[src/rtl/fetch_unit_pkg.sv]
// Shared types and constants for the instruction-fetch stage: FSM encoding,
// fetch-queue entry layout and PC helpers.
package fetch_unit_pkg;

  localparam int unsigned XLEN = 32;
  localparam int unsigned ILEN = 32;

  localparam logic [XLEN-1:0] DEFAULT_RESET_PC = 32'h0000_0000;

  typedef enum logic {
    ST_FETCH = 1'b0,
    ST_DRAIN = 1'b1
  } fetch_state_e;

  // One fetch-queue entry: the instruction word tagged with the PC it came from.
  typedef struct packed {
    logic [XLEN-1:0] pc;
    logic [ILEN-1:0] instr;
  } fq_entry_t;

  function automatic logic [XLEN-1:0] align_word(input logic [XLEN-1:0] addr);
    return {addr[XLEN-1:2], 2'b00};
  endfunction

endpackage

[src/rtl/fetch_unit_queue.sv]
// Synchronous FIFO of {pc, instr} entries between fetch and decode.
// Circular pointers wrap naturally because DEPTH is a power of two; flush empties it.
module fetch_unit_queue
  import fetch_unit_pkg::*;
#(
  parameter  int unsigned DEPTH = 4,
  localparam int unsigned AW    = $clog2(DEPTH)
) (
  input  logic          clk,
  input  logic          reset,
  input  logic          push,
  input  fq_entry_t     push_data,
  input  logic          pop,
  input  logic          flush,
  output fq_entry_t     head,
  output logic          empty,
  output logic          full,
  output logic [AW:0]   count
);

  localparam logic [AW-1:0] PTR_ONE = AW'(1);
  localparam logic [AW:0]   CNT_ONE = (AW + 1)'(1);
  localparam logic [AW:0]   CNT_MAX = (AW + 1)'(DEPTH);

  fq_entry_t      mem [DEPTH];
  logic [AW-1:0]  wr_ptr;
  logic [AW-1:0]  rd_ptr;
  logic           do_push;
  logic           do_pop;

  assign empty = (count == '0);
  assign full  = (count == CNT_MAX);
  assign head  = mem[rd_ptr];

  // Flush overrides both ports; a push at full is only taken alongside a pop.
  assign do_pop  = pop && !empty && !flush;
  assign do_push = push && !flush && (!full || do_pop);

  // NOTE: state registers use non-blocking assignments so every flop samples
  // pre-edge values regardless of the order the simulator evaluates blocks.
  always_ff @(posedge clk or negedge reset) begin
    if (!reset) begin
      wr_ptr <= '0;
      rd_ptr <= '0;
      count  <= '0;
    end else if (flush) begin
      wr_ptr <= '0;
      rd_ptr <= '0;
      count  <= '0;
    end else begin
      if (do_push) wr_ptr <= wr_ptr + PTR_ONE;
      if (do_pop)  rd_ptr <= rd_ptr + PTR_ONE;
      case ({do_push, do_pop})
        2'b10:   count <= count + CNT_ONE;
        2'b01:   count <= count - CNT_ONE;
        default: count <= count;
      endcase
    end
  end

  // NOTE: the storage array is deliberately not reset; entries are only ever
  // observed through count, so stale contents are harmless and the array can
  // map onto plain flops or a register file without a reset network.
  always_ff @(posedge clk) begin
    if (do_push) mem[wr_ptr] <= push_data;
  end

endmodule

[src/rtl/fetch_unit.sv]
// Instruction-fetch stage: owns the PC, issues one word fetch at a time to the
// ICache, queues returned words for decode and handles redirects across misses.
module fetch_unit
  import fetch_unit_pkg::*;
#(
  parameter  logic [31:0] RESET_PC = DEFAULT_RESET_PC,
  parameter  int unsigned FQ_DEPTH = 4,
  localparam int unsigned CW       = $clog2(FQ_DEPTH) + 1
) (
  input  logic          clk,
  input  logic          reset,
  output logic          ic_req_valid,
  output logic [31:0]   ic_req_addr,
  input  logic          ic_req_ready,
  input  logic          ic_resp_valid,
  input  logic [31:0]   ic_resp_data,
  input  logic          redirect_valid,
  input  logic [31:0]   redirect_pc,
  output logic          out_valid,
  input  logic          out_ready,
  output logic [31:0]   out_instr,
  output logic [31:0]   out_pc,
  output logic [CW-1:0] fq_count
);

  localparam logic [31:0] RESET_PC_ALIGNED = align_word(RESET_PC);

  fetch_state_e state_q, state_d;
  logic [31:0]  pc_q, pc_d;
  logic [31:0]  pend_pc_q, pend_pc_d;
  logic         started_q;

  logic         fq_push;
  logic         fq_pop;
  logic         fq_flush;
  logic         fq_empty;
  logic         fq_full;
  fq_entry_t    fq_head;
  fq_entry_t    fq_push_data;
  logic [31:0]  redirect_target;

  assign redirect_target = align_word(redirect_pc);
  assign ic_req_addr     = pc_q;
  assign fq_push_data    = '{pc: pc_q, instr: ic_resp_data};
  assign fq_flush        = redirect_valid;

  // NOTE: every signal driven here gets a default first, so no path through
  // the case/if tree leaves one unassigned and no latch is inferred.
  always_comb begin
    state_d      = state_q;
    pc_d         = pc_q;
    pend_pc_d    = pend_pc_q;
    ic_req_valid = 1'b0;
    fq_push      = 1'b0;

    case (state_q)
      ST_FETCH: begin
        ic_req_valid = started_q && !fq_full;
        if (redirect_valid) begin
          // A busy cache is refilling our old address; let it finish first.
          if (ic_req_ready) begin
            pc_d = redirect_target;
          end else begin
            pend_pc_d = redirect_target;
            state_d   = ST_DRAIN;
          end
        end else if (ic_req_valid && ic_resp_valid) begin
          fq_push = 1'b1;
          pc_d    = pc_q + 32'd4;
        end
      end

      ST_DRAIN: begin
        // Keep the refill address live until the cache answers, then drop the word.
        ic_req_valid = 1'b1;
        if (ic_resp_valid) begin
          pc_d    = redirect_valid ? redirect_target : pend_pc_q;
          state_d = ST_FETCH;
        end else if (redirect_valid) begin
          pend_pc_d = redirect_target;
        end
      end
    endcase
  end

  always_ff @(posedge clk or negedge reset) begin
    if (!reset) begin
      state_q   <= ST_FETCH;
      pc_q      <= RESET_PC_ALIGNED;
      pend_pc_q <= RESET_PC_ALIGNED;
      started_q <= 1'b0;
    end else begin
      state_q   <= state_d;
      pc_q      <= pc_d;
      pend_pc_q <= pend_pc_d;
      started_q <= 1'b1;
    end
  end

  fetch_unit_queue #(
    .DEPTH (FQ_DEPTH)
  ) u_queue (
    .clk       (clk),
    .reset     (reset),
    .push      (fq_push),
    .push_data (fq_push_data),
    .pop       (fq_pop),
    .flush     (fq_flush),
    .head      (fq_head),
    .empty     (fq_empty),
    .full      (fq_full),
    .count     (fq_count)
  );

  assign out_valid = !fq_empty;
  assign fq_pop    = out_valid && out_ready;
  assign out_instr = out_valid ? fq_head.instr : '0;
  assign out_pc    = out_valid ? fq_head.pc    : '0;

endmodule

[config.mk]
export PLATFORM = sky130hd
export DESIGN_NAME = fetch_unit
export DESIGN_NICKNAME = d
export VERILOG_FILES = /design/src/rtl/fetch_unit_pkg.sv /design/src/rtl/fetch_unit_queue.sv /design/src/rtl/fetch_unit.sv
export SDC_FILE = /design/constraint.sdc
export NUM_CORES = 1
export LEC_CHECK = 0
export BUFFER_PORTS_ARGS = -buffer_cell sky130_fd_sc_hd__buf_2
export CORE_MARGIN = 2
export CORE_UTILIZATION = 30
export DETAILED_ROUTE_END_ITERATION = 10
export GPL_TIMING_DRIVEN = 0
export PLACE_DENSITY_LB_ADDON = 0.05
export SLEW_MARGIN = 15
export SYNTH_ARGS = -nofsm -noshare
export SYNTH_HDL_FRONTEND = slang
export SYNTH_SLANG_ARGS = --single-unit
[constraint.sdc]
create_clock -name clk -period 4.3 [get_ports clk]
set_input_delay 0.86 -clock clk [delete_from_list [all_inputs] [get_ports clk]]
set_output_delay 0.86 -clock clk [all_outputs]
set_load 0.01 [all_outputs]
==> results of run 1 <==
routing by layer:
layer | global-route usage (%) | share of wire, % | vias to the layer above
met3 | 2.96 | 4.4 | 49
met5 | 0 | 0 | -
li1 | - | - | 3694
met2 | 25.5 | 47 | 189
met1 | 22.4 | 47 | 4205
met4 | 5.15 | 2.1 | 0
stage by stage:
step	setup WS, ns	area [µm²]	hold slack, ns
after floorplan	0.512	13800	0.454
after global placement	-1.49	15300	0.477
after detailed placement	0.571	15500	0.481
after CTS	0.359	16800	0.174
after global routing	0.326	16800	0.196
final	0.529	16800	0.200
registers in the layout, indices dropped and copies added, names as in the netlist:
| register | count |
|---|---|
| u_queue.rd_ptr | 2 |
| u_queue.wr_ptr | 2 |
| u_queue.mem | 256 |
| u_queue.count | 3 |
| pend_pc_q | 32 |
| ic_req_addr | 32 |
| started_q | 1 |
| state_q | 1 |
cell type report:
cell class,instances,area [µm²],area share (%)
Antenna cell,1,2.50,0.0149
Buffer,50,250,1.49
Clock buffer,51,1080,6.44
Clock inverter,21,269,1.60
Inverter,12,45.0,0.267
Multi-Input combinational cell,432,3960,23.5
Sequential cell,329,9510,56.5
Tap cell,600,751,4.46
Timing Repair Buffer,173,973,5.78
power by group:
part	total [mW]	leakage (nW)	internal (mW)	switching, mW
clock network	3.48	0.664	2.15	1.33
registers	4.04	3.20	3.72	0.318
logic	1.53	2.25	0.680	0.845
total	9.04	6.12	6.55	2.50
final timing paths:
| path | end |
|---|---|
| max | out_pc[8] |
| min | pend_pc_q[9] |
| max reg2reg | u_queue.count[2] |
| min reg2reg | pend_pc_q[1] |
| max in group asynchronous | started_q |
| min in group clk | pend_pc_q[1] |
critical path: stages (launching register included):
cell and delay (ns):
sky130_fd_sc_hd__dfrtp_1 0.35, sky130_fd_sc_hd__clkbuf_1 0.63, sky130_fd_sc_hd__clkbuf_1 0.64, sky130_fd_sc_hd__mux4_2 0.40
sky130_fd_sc_hd__and2_1 0.18, sky130_fd_sc_hd__buf_2 0.14
cell usage in the layout, fill, tap and decap left out, types with 27 or more instances in the layout:
cell type	Yosys	routed
sky130_fd_sc_hd__and2_1	74	70
sky130_fd_sc_hd__dfrtp_1	73	73
sky130_fd_sc_hd__edfxtp_1	256	256
sky130_fd_sc_hd__mux4_2	64	64
sky130_fd_sc_hd__nand2_1	27	27
sky130_fd_sc_hd__buf_2	17	184
sky130_fd_sc_hd__clkbuf_1	21	30
sky130_fd_sc_hd__clkbuf_16	0	42
sky130_fd_sc_hd__o21ai_0	36	36
sky130_fd_sc_hd__mux2_2	30	30
cells by family after synthesis:
family,share of synthesized area (%)
muxes,13.1
AOI/OAI and AO/OA,6.74
adders and majority gates,0.600
xor gates and xnor gates,0.191
other,0.0273
DFF,69.2
and+or+nand+nor,8.05
buffers and inverters,2.15
==> summary.json, run 1 <==
{
  "filler_cell_count": 4335,
  "power.ir.vdd_worst_v": 0.000269,
  "synthesis.nets": 899,
  "cp-end-kind": "output port",
  "antenna_violations_before_repair": 0,
  "timing.slew.headroom_pct": 30.8,
  "clkSlewWorstSetupHoldPaths_ns": 0.06,
  "syn2layout_area_growth_pct": 22.5,
  "fmaxAchievable_mhz": 265,
  "synth_largest_area_cell": "sky130_fd_sc_hd__edfxtp_1",
  "post-route-min-period_ns": 3.77,
  "clock_tree.buffer_depth": 3,
  "core_area_um2": 45300,
  "cp_max_fo": 10,
  "outcome": "finished, final reports clean",
  "power-per-cell-area_nw_per_um2": 537,
  "yosys-top-cells-area": "sky130_fd_sc_hd__edfxtp_1 (56%), sky130_fd_sc_hd__dfrtp_1 (13%), sky130_fd_sc_hd__mux4_2 (10%), sky130_fd_sc_hd__and2_1 (3.4%), sky130_fd_sc_hd__mux2_2 (2.5%)",
  "start_util_pct": 30.4,
  "number_of_hold_slack_violations_in_the_final_timing_report": 0,
  "place_congestion": 0.758,
  "cts_num_sinks": 329,
  "post_drt_via_cell_ratio": 4.88,
  "cts_hold_buffers": 0,
  "rsz0062_at_grt": "false",
  "syn-cell-area_um2": 13800,
  "top_level_ports": 171,
  "synth_edf_count": 256,
  "synth_seq_cells": 329,
  "finalNonFillerCells": 1669,
  "critPathLaunch": "u_queue.rd_ptr[1]",
  "clock_buffers_created_by_tritoncts": 41,
  "critPathArrivalTime_ns": 2.91,
  "drt_iter0_markers": 488,
  "core.rowCount": 78,
  "nets": 1115,
  "worst_clock_skew_ns": 0.0277,
  "grt.overflow.total": 0,
  "worst_case_register_to_register_setup_slack_ns": 1.43,
  "leakage_component_of_the_power_nw": 6.12,
  "grt_max_degree": 53,
  "synth_cell_type_count": 68,
  "setup.worst_path.start_class": "flop",
  "cts-root-buf": "sky130_fd_sc_hd__clkbuf_16",
  "syn-mean-instance-area_um2": 16.7,
  "required_time_at_the_endpoint_of_the_critical_path_ns": 3.44,
  "hold_path.class": "in2async",
  "layout_worst_path_cycle_share_pct": 87.7,
  "grt_pass1_vias": 8442,
  "cts_max_level": 2,
  "grt_first_pass_wirelength_um": 56500,
  "ant_nets": 0,
  "fp.dieW_um": 218,
  "yosys_warnings": 0,
  "setup.worst_path.class": "reg2out",
  "yosys.cell_count.top_type": "sky130_fd_sc_hd__edfxtp_1",
  "synth_top_area_share_pct": 55.9,
  "drive_gt1_share_pct": 34.4,
  "clock_latency_ns": 0.56,
  "wl_per_cell_um": 22.5,
  "dpl.hpwl_um": 24300,
  "tightest_slew_ns": 1.04,
  "register_area_share_after_synthesis_pct": 69.2,
  "post_cts_resized": 0,
  "slew_viol_final": 0,
  "postSynthCellCount": 823,
  "floorplan.die_area_um2": 47600,
  "synth_commonest_cells": "sky130_fd_sc_hd__edfxtp_1 (256), sky130_fd_sc_hd__and2_1 (74), sky130_fd_sc_hd__dfrtp_1 (73)",
  "cts_tree": "done",
  "p_total_mw": 9.04,
  "route.final.wire_length_um": 37600,
  "r2r.worst_path.cells": 10,
  "io_buffers": 168,
  "grt_use_total_pct": 16.1,
  "finalSetupViolCount": 0,
  "final_util_pct": 37.2,
  "max_cap_viol_count": 0,
  "die_h_um": 218,
  "final.setup.tns_ns": 0,
  "drc": 0,
  "synth_async_sr_flop_share_pct": 22.2,
  "via_count": 8137,
  "worstReg2RegStart": "u_queue.count[0]",
  "postCtsSetupRepairBufs": 0,
  "synth_ff_type": "sky130_fd_sc_hd__edfxtp_1",
  "firstDrtPassIters": 5,
  "place.detailed.instances": 1596
}
Power figures use the tool's default switching activity.
==> run 2: changes to the inputs <==
--- a/config.mk
+++ b/config.mk
@@ -6,6 +6,7 @@
 export NUM_CORES = 1
 export LEC_CHECK = 0
 export BUFFER_PORTS_ARGS = -buffer_cell sky130_fd_sc_hd__buf_2
+export CORE_ASPECT_RATIO = 1.75
 export CORE_MARGIN = 2
 export CORE_UTILIZATION = 30
 export DETAILED_ROUTE_END_ITERATION = 10
==> summary.json, run 2 (synthesized netlist as in run 1, its figures left out) <==
{
  "place_congestion": {"value": 0.777, "change": "+2.4%"},
  "fp.dieW": {"value": 166, "unit": "µm", "change": "-24%"},
  "power-per-cell-area": {"value": 515, "unit": "nW/µm²", "change": "-4.0%"},
  "cts_max_level": {"value": 2, "change": "unchanged"},
  "required_time_at_the_endpoint_of_the_critical_path": {"value": 3.44, "unit": "ns", "change": "about the same"},
  "place.detailed.instances": {"value": 1573, "change": "-1.4%"},
  "timing.slew.headroom": {"value": 33.5, "unit": "%", "change": "+2.7 points"},
  "clock_latency": {"value": 0.52, "unit": "ns", "change": "-0.04 ns"},
  "antenna_violations_before_repair": {"value": 1, "change": "+1"},
  "final.setup.tns": {"value": 0, "unit": "ns", "change": "unchanged"},
  "power.ir.vdd_worst": {"value": 0.000313, "unit": "V", "change": "+16%"},
  "rsz0062_at_grt": "false",
  "finalNonFillerCells": {"value": 1634, "change": "-2.1%"},
  "cp_max_fo": {"value": 10, "change": "unchanged"},
  "clock_tree.buffer_depth": {"value": 3, "change": "unchanged"},
  "syn2layout_area_growth_pct": 20.6,
  "ant_cells": {"value": 0, "change": "-1"},
  "outcome": "finished, final reports clean",
  "mostFrequentLayoutCell": "sky130_fd_sc_hd__edfxtp_1",
  "finalSetupViolCount": {"value": 0, "change": "unchanged"},
  "drt_iter0_markers": {"value": 426, "change": "-13%"},
  "floorplan.die_area": {"value": 47600, "unit": "µm²", "change": "+0.14%"},
  "filler_cell_count": {"value": 4347, "change": "+0.28%"},
  "start_util": {"value": 30.4, "unit": "%", "change": "+0.033 points"},
  "critPathArrivalTime": {"value": 2.91, "unit": "ns", "change": "about the same"},
  "final-seq-area": {"value": 9510, "unit": "µm²", "change": "unchanged"},
  "critPathLaunch": "u_queue.count[0]",
  "most-common-layout-cells": "sky130_fd_sc_hd__edfxtp_1 (256), sky130_fd_sc_hd__buf_2 (184), sky130_fd_sc_hd__dfrtp_1 (73)",
  "firstDrtPassIters": {"value": 7, "change": "+2"},
  "via_count": {"value": 8085, "change": "-0.64%"},
  "drc": {"value": 0, "change": "unchanged"},
  "top_level_ports": {"value": 171, "change": "unchanged"},
  "cts_tree": "done",
  "worstReg2RegStart": "u_queue.count[0]",
  "worst_hold_slack": {"value": 0.247, "unit": "ns", "change": "+0.0467 ns"},
  "grt.overflow.total": {"value": 0, "change": "unchanged"},
  "grt_max_degree": {"value": 53, "change": "unchanged"},
  "post_drt_via_cell_ratio": {"value": 4.95, "change": "+1.5%"},
  "clkSlewWorstSetupHoldPaths": {"value": 0.06, "unit": "ns", "change": "about the same"},
  "slew_viol_final": {"value": 0, "change": "unchanged"},
  "core_area": {"value": 45200, "unit": "µm²", "change": "-0.11%"},
  "route.final.wire_length": {"value": 37600, "unit": "µm", "change": "about the same"},
  "io_buffers": {"value": 168, "change": "unchanged"},
  "max_cap_viol_count": {"value": 0, "change": "unchanged"},
  "die_h": {"value": 287, "unit": "µm", "change": "+32%"},
  "number_of_hold_slack_violations_in_the_final_timing_report": {"value": 0, "change": "unchanged"},
  "cts-root-buf": "sky130_fd_sc_hd__clkbuf_16",
  "setup.worst_path.start_class": "flop",
  "nets": {"value": 1108, "change": "-0.63%"},
  "wl_per_cell": {"value": 23.0, "unit": "µm", "change": "+2.1%"},
  "drive_gt1_share": {"value": 33.4, "unit": "%", "change": "-0.97 points"},
  "post_cts_resized": {"value": 0, "change": "unchanged"},
  "ant_nets": {"value": 0, "change": "unchanged"},
  "setup.worst_path.class": "reg2out",
  "grt_use_total": {"value": 15.8, "unit": "%", "change": "-0.32 points"},
  "multi_input_combinational_cell_area": {"value": 3960, "unit": "µm²", "change": "unchanged"},
  "cp-end-kind": "output port",
  "largest_register_ffs": {"value": 256, "change": "unchanged"},
  "fmaxAchievable": {"value": 265, "unit": "MHz", "change": "about the same"},
  "post-route-min-period": {"value": 3.77, "unit": "ns", "change": "+0.00258 ns"},
  "grt_pass1_vias": {"value": 8621, "change": "+2.1%"},
  "cts_hold_buffers": {"value": 0, "change": "unchanged"},
  "dpl.hpwl": {"value": 25300, "unit": "µm", "change": "+4.0%"},
  "cts_num_sinks": {"value": 329, "change": "unchanged"},
  "hold_path.class": "in2async",
  "postPlaceCellArea": {"value": 15500, "unit": "µm²", "change": "-0.14%"},
  "clock_buffers_created_by_tritoncts": {"value": 34, "change": "-17%"},
  "worst_case_register_to_register_setup_slack": {"value": 1.36, "unit": "ns", "change": "-0.07 ns"},
  "final_design_area_no_fill": {"value": 16600, "unit": "µm²", "change": "-1.5%"},
  "tightest_slew": {"value": 0.996, "unit": "ns", "change": "-0.0405 ns"},
  "worst_clock_skew": {"value": 0.0117, "unit": "ns", "change": "-0.0160 ns"},
  "grt_first_pass_wirelength": {"value": 56300, "unit": "µm", "change": "-0.31%"},
  "top_register": "u_queue.mem",
  "leakage_component_of_the_power": {"value": 6.00, "unit": "nW", "change": "-1.9%"},
  "core.rowCount": {"value": 103, "change": "+32%"},
  "postCtsSetupRepairBufs": {"value": 0, "change": "unchanged"},
  "layout_worst_path_cycle_share": {"value": 87.7, "unit": "%", "change": "about the same"}
}
[run 2: critical path: stages, from the launching register on]
cell and delay, ns:
sky130_fd_sc_hd__dfrtp_1 0.54, sky130_fd_sc_hd__nor3_1 0.13, sky130_fd_sc_hd__inv_1 0.23, sky130_fd_sc_hd__clkbuf_1 0.62, sky130_fd_sc_hd__clkbuf_1 0.44, sky130_fd_sc_hd__and2_1 0.27, sky130_fd_sc_hd__buf_2 0.16
[run 2: stage by stage]
step           util, %  setup slack [ns]  power, mW
4_1_cts           36.7             0.327       8.74
5_1_grt           36.7             0.305       8.98
3_5_place_dp      34.2             0.345       5.69
2_1_floorplan        -             0.512       4.91
3_3_place_gp      33.9             -1.50       5.68
6_report          36.7             0.527       8.55
[run 2: layout make-up]
type,instances,share of cell area (%)
inverter,12,0.271
multi-input combinational,432,23.8
timing repair buffer,173,5.91
clock inverter,10,0.747
tap,577,4.35
buffer,50,1.51
clock buffer,51,6.02
sequential,329,57.3
[run 2: path summary, 6_finish.rpt]
path                               endpoint  cells past startpoint
hold / removal                pend_pc_q[25]                      1
max in group asynchronous      pend_pc_q[5]                      2
setup / recovery                 out_pc[16]                      6
min in group clk               pend_pc_q[0]                      1
setup reg to reg           u_queue.count[2]                     10
hold reg to reg                pend_pc_q[0]                      1
[run 2: routing by layer]
| layer | part of all wire [%] | track usage, % | up-vias |
|---|---|---|---|
| li1 | - | - | 3673 |
| met1 | 38 | 17.5 | 4113 |
| met2 | 54 | 30.0 | 235 |
| met3 | 4.6 | 2.86 | 62 |
| met4 | 3.2 | 5.67 | 2 |
| met5 | 0.019 | 0 | - |
[run 2: power breakdown]
group          internal (mW)  switching, mW  leakage [nW]
combinational          0.681          0.857          2.25
clock                   1.79           1.21         0.543
sequential              3.72          0.300          3.20
==> run 3: changes to the inputs <==
--- a/config.mk
+++ b/config.mk
@@ -8,7 +8,8 @@
 export BUFFER_PORTS_ARGS = -buffer_cell sky130_fd_sc_hd__buf_2
 export CORE_ASPECT_RATIO = 1.75
 export CORE_MARGIN = 2
-export CORE_UTILIZATION = 30
+export CORE_UTILIZATION = 40
+export CTS_BUF_LIST = sky130_fd_sc_hd__clkbuf_4
 export DETAILED_ROUTE_END_ITERATION = 10
 export GPL_TIMING_DRIVEN = 0
 export PLACE_DENSITY_LB_ADDON = 0.05
==> summary.json, run 3 (synthesized netlist as in run 1, its figures left out) <==
{
  "nets": {"value": 1154, "change": "+4.2%"},
  "worstPathBufferInverterCount": {"value": 4, "change": "unchanged"},
  "dpl.hpwl": {"value": 23000, "unit": "µm", "change": "-9.3%"},
  "cp-end-kind": "output port",
  "critical_path_depth": {"value": 6, "change": "unchanged"},
  "post_cts_resized": {"value": 0, "change": "unchanged"},
  "p_total": {"value": 8.04, "unit": "mW", "change": "-6.0%"},
  "worst_path_largest_cell_delay": {"value": 0.61, "unit": "ns", "change": "about the same"},
  "power-per-cell-area": {"value": 493, "unit": "nW/µm²", "change": "-4.4%"},
  "setup.worst_path.class": "reg2out",
  "max_cap_viol_count": {"value": 0, "change": "unchanged"},
  "place_congestion": {"value": 0.887, "change": "+14%"},
  "grt.overflow.total": {"value": 0, "change": "unchanged"},
  "drt_iter0_markers": {"value": 381, "change": "-11%"},
  "fmaxAchievable": {"value": 251, "unit": "MHz", "change": "-5.2%"},
  "finalSetupViolCount": {"value": 0, "change": "unchanged"},
  "antenna_violations_before_repair": {"value": 1, "change": "unchanged"},
  "core.rowCount": {"value": 89, "change": "-14%"},
  "required_time_at_the_endpoint_of_the_critical_path": {"value": 3.44, "unit": "ns", "change": "about the same"},
  "finalNonFillerCells": {"value": 1594, "change": "-2.4%"},
  "grt_first_pass_wirelength": {"value": 51900, "unit": "µm", "change": "-7.8%"},
  "timing.slew.headroom": {"value": 36.3, "unit": "%", "change": "+2.8 points"},
  "mostFrequentLayoutCell": "sky130_fd_sc_hd__edfxtp_1",
  "slew_viol_final": {"value": 0, "change": "unchanged"},
  "leakage_component_of_the_power": {"value": 6.05, "unit": "nW", "change": "+0.80%"},
  "clock_latency": {"value": 0.76, "unit": "ns", "change": "+0.24 ns"},
  "final.setup.tns": {"value": 0, "unit": "ns", "change": "unchanged"},
  "drive_gt1_share": {"value": 37.6, "unit": "%", "change": "+4.2 points"},
  "cts_max_level": {"value": 3, "change": "+1"},
  "critPathMostFrequentCell": "sky130_fd_sc_hd__clkbuf_1",
  "start_util": {"value": 40.6, "unit": "%", "change": "+10 points"},
  "timing.rr.end": "u_queue.count[2]",
  "cts_num_sinks": {"value": 329, "change": "unchanged"},
  "worst_clock_skew": {"value": 0.0309, "unit": "ns", "change": "+0.0192 ns"},
  "largest_register_ffs": {"value": 256, "change": "unchanged"},
  "critPathArrivalTime": {"value": 3.12, "unit": "ns", "change": "+0.21 ns"},
  "worstReg2RegStart": "u_queue.count[0]",
  "grt_max_degree": {"value": 49, "change": "-7.5%"},
  "io_buffers": {"value": 168, "change": "unchanged"},
  "clock_tree.buffer_depth": {"value": 3, "change": "unchanged"},
  "postCtsSetupRepairBufs": {"value": 0, "change": "unchanged"},
  "place.detailed.instances": {"value": 1451, "change": "-7.8%"},
  "critical-path-top-delay-family": "buffers and inverters",
  "hold_path.class": "in2reg",
  "grt_use_total": {"value": 19.6, "unit": "%", "change": "+3.8 points"},
  "most-common-layout-cells": "sky130_fd_sc_hd__edfxtp_1 (256), sky130_fd_sc_hd__buf_2 (184), sky130_fd_sc_hd__clkbuf_4 (117)",
  "via_count": {"value": 8350, "change": "+3.3%"},
  "grt_pass1_vias": {"value": 8969, "change": "+4.0%"},
  "route.final.wire_length": {"value": 34400, "unit": "µm", "change": "-8.6%"},
  "clock_buffers_created_by_tritoncts": {"value": 79, "change": "+130%"},
  "power.ir.vdd_worst": {"value": 0.000233, "unit": "V", "change": "-25%"},
  "core_area": {"value": 33900, "unit": "µm²", "change": "-25%"},
  "cp_max_fo": {"value": 10, "change": "unchanged"},
  "postPlaceCellArea": {"value": 15300, "unit": "µm²", "change": "-1.0%"},
  "top_level_ports": {"value": 171, "change": "unchanged"},
  "clkSlewWorstSetupHoldPaths": {"value": 0.07, "unit": "ns", "change": "about the same"},
  "rsz0062_at_grt": "false",
  "fp.dieW": {"value": 144, "unit": "µm", "change": "-13%"},
  "top_register": "u_queue.mem",
  "worst_case_register_to_register_setup_slack": {"value": 1.38, "unit": "ns", "change": "+0.02 ns"},
  "syn2layout_area_growth_pct": 18.6,
  "floorplan.die_area": {"value": 35900, "unit": "µm²", "change": "-25%"},
  "die_h": {"value": 249, "unit": "µm", "change": "-13%"},
  "outcome": "finished, final reports clean",
  "ant_nets": {"value": 0, "change": "unchanged"},
  "post_drt_via_cell_ratio": {"value": 5.24, "change": "+5.9%"},
  "tightest_slew": {"value": 0.954, "unit": "ns", "change": "-0.0423 ns"},
  "timing.hold.worst_path_depth": 1,
  "min_from": "ic_resp_data[20]",
  "layout_worst_path_cycle_share": {"value": 92.6, "unit": "%", "change": "+4.8 points"},
  "setup.worst_path.start_class": "flop",
  "worst_hold_path.endpoint": "u_queue.mem[0][20]",
  "cp_cell_sequence": "nor3_1 > inv_1 > clkbuf_1 > clkbuf_1 > and2_1 > buf_2",
  "cts_tree": "done",
  "firstDrtPassIters": {"value": 4, "change": "-3"},
  "post-route-min-period": {"value": 3.98, "unit": "ns", "change": "+0.208 ns"},
  "final_design_area_no_fill": {"value": 16300, "unit": "µm²", "change": "-1.7%"},
  "number_of_hold_slack_violations_in_the_final_timing_report": {"value": 0, "change": "unchanged"},
  "drc": {"value": 0, "change": "unchanged"},
  "wl_per_cell": {"value": 21.6, "unit": "µm", "change": "-6.3%"},
  "r2r.worst_path.cells": {"value": 10, "change": "unchanged"},
  "worst_path_max_delay_cell": "sky130_fd_sc_hd__clkbuf_1",
  "cts-root-buf": "sky130_fd_sc_hd__clkbuf_4"
}
-- run 3: cell types whose count changed in the layout (fill, tap and decap cells not counted), moves of 3 or more --
| cell | delta |
|---|---|
| sky130_fd_sc_hd__clkbuf_1 | -12 |
| sky130_fd_sc_hd__clkinv_1 | +16 |
| sky130_fd_sc_hd__clkinv_2 | -3 |
| sky130_fd_sc_hd__clkbuf_16 | -37 |
| sky130_fd_sc_hd__clkbuf_4 | +117 |
| sky130_fd_sc_hd__diode_2 | +3 |
-- run 3: per-stage QoR --
step	utilization (%)	hold WS, ns	setup WS, ns
2_1_floorplan	-	0.454	0.512
3_3_place_gp	44.8	0.474	-1.22
3_5_place_dp	45.2	0.474	0.463
4_1_cts	48.2	0.263	0.178
5_1_grt	48.2	0.273	0.0792
6_report	48.2	0.326	0.318
-- run 3: where the power goes --
part | internal, mW | leakage, nW | switching, mW
Clock | 1.30 | 0.591 | 1.21
Combinational | 0.681 | 2.25 | 0.818
Sequential | 3.72 | 3.20 | 0.304
-- run 3: worst max-delay path by stage --
| stage | endpoint | startpoint | slack, ns |
|---|---|---|---|
| finish | out_pc[17] | u_queue.count[0] | 0.32 |
| global route | out_pc[17] | u_queue.count[0] | 0.08 |
| CTS | out_pc[17] | u_queue.count[0] | 0.18 |
| detailed placement | u_queue.count[2] | redirect_valid | 0.46 |
| global placement | u_queue.mem[0][6] | redirect_valid | -1.22 |
| floorplan | u_queue.mem[0][0] | redirect_valid | 0.51 |
-- run 3: routing by layer --
metal	track usage [%]	vias to the layer above	share of wire, %
met2	35.8	255	55
li1	-	3808	-
met3	4.27	75	5.0
met4	9.18	0	3.7
met1	21.1	4212	36
met5	0	-	0
-- run 3: cell type report --
cell class,instances,area (µm²)
Fill cell,3150,17500
Sequential cell,329,9510
Multi-Input combinational cell,432,3960
Timing Repair Buffer,174,983
Clock buffer,117,878
Tap cell,455,569
Buffer,50,250
Clock inverter,22,109
Inverter,12,45.0
Antenna cell,3,7.51
-- run 3: what timing repair did --
item,in CTS,in global routing
endpoints found under the setup margin,0,0
hold buffers,1,0
endpoints found under the hold margin,20,0
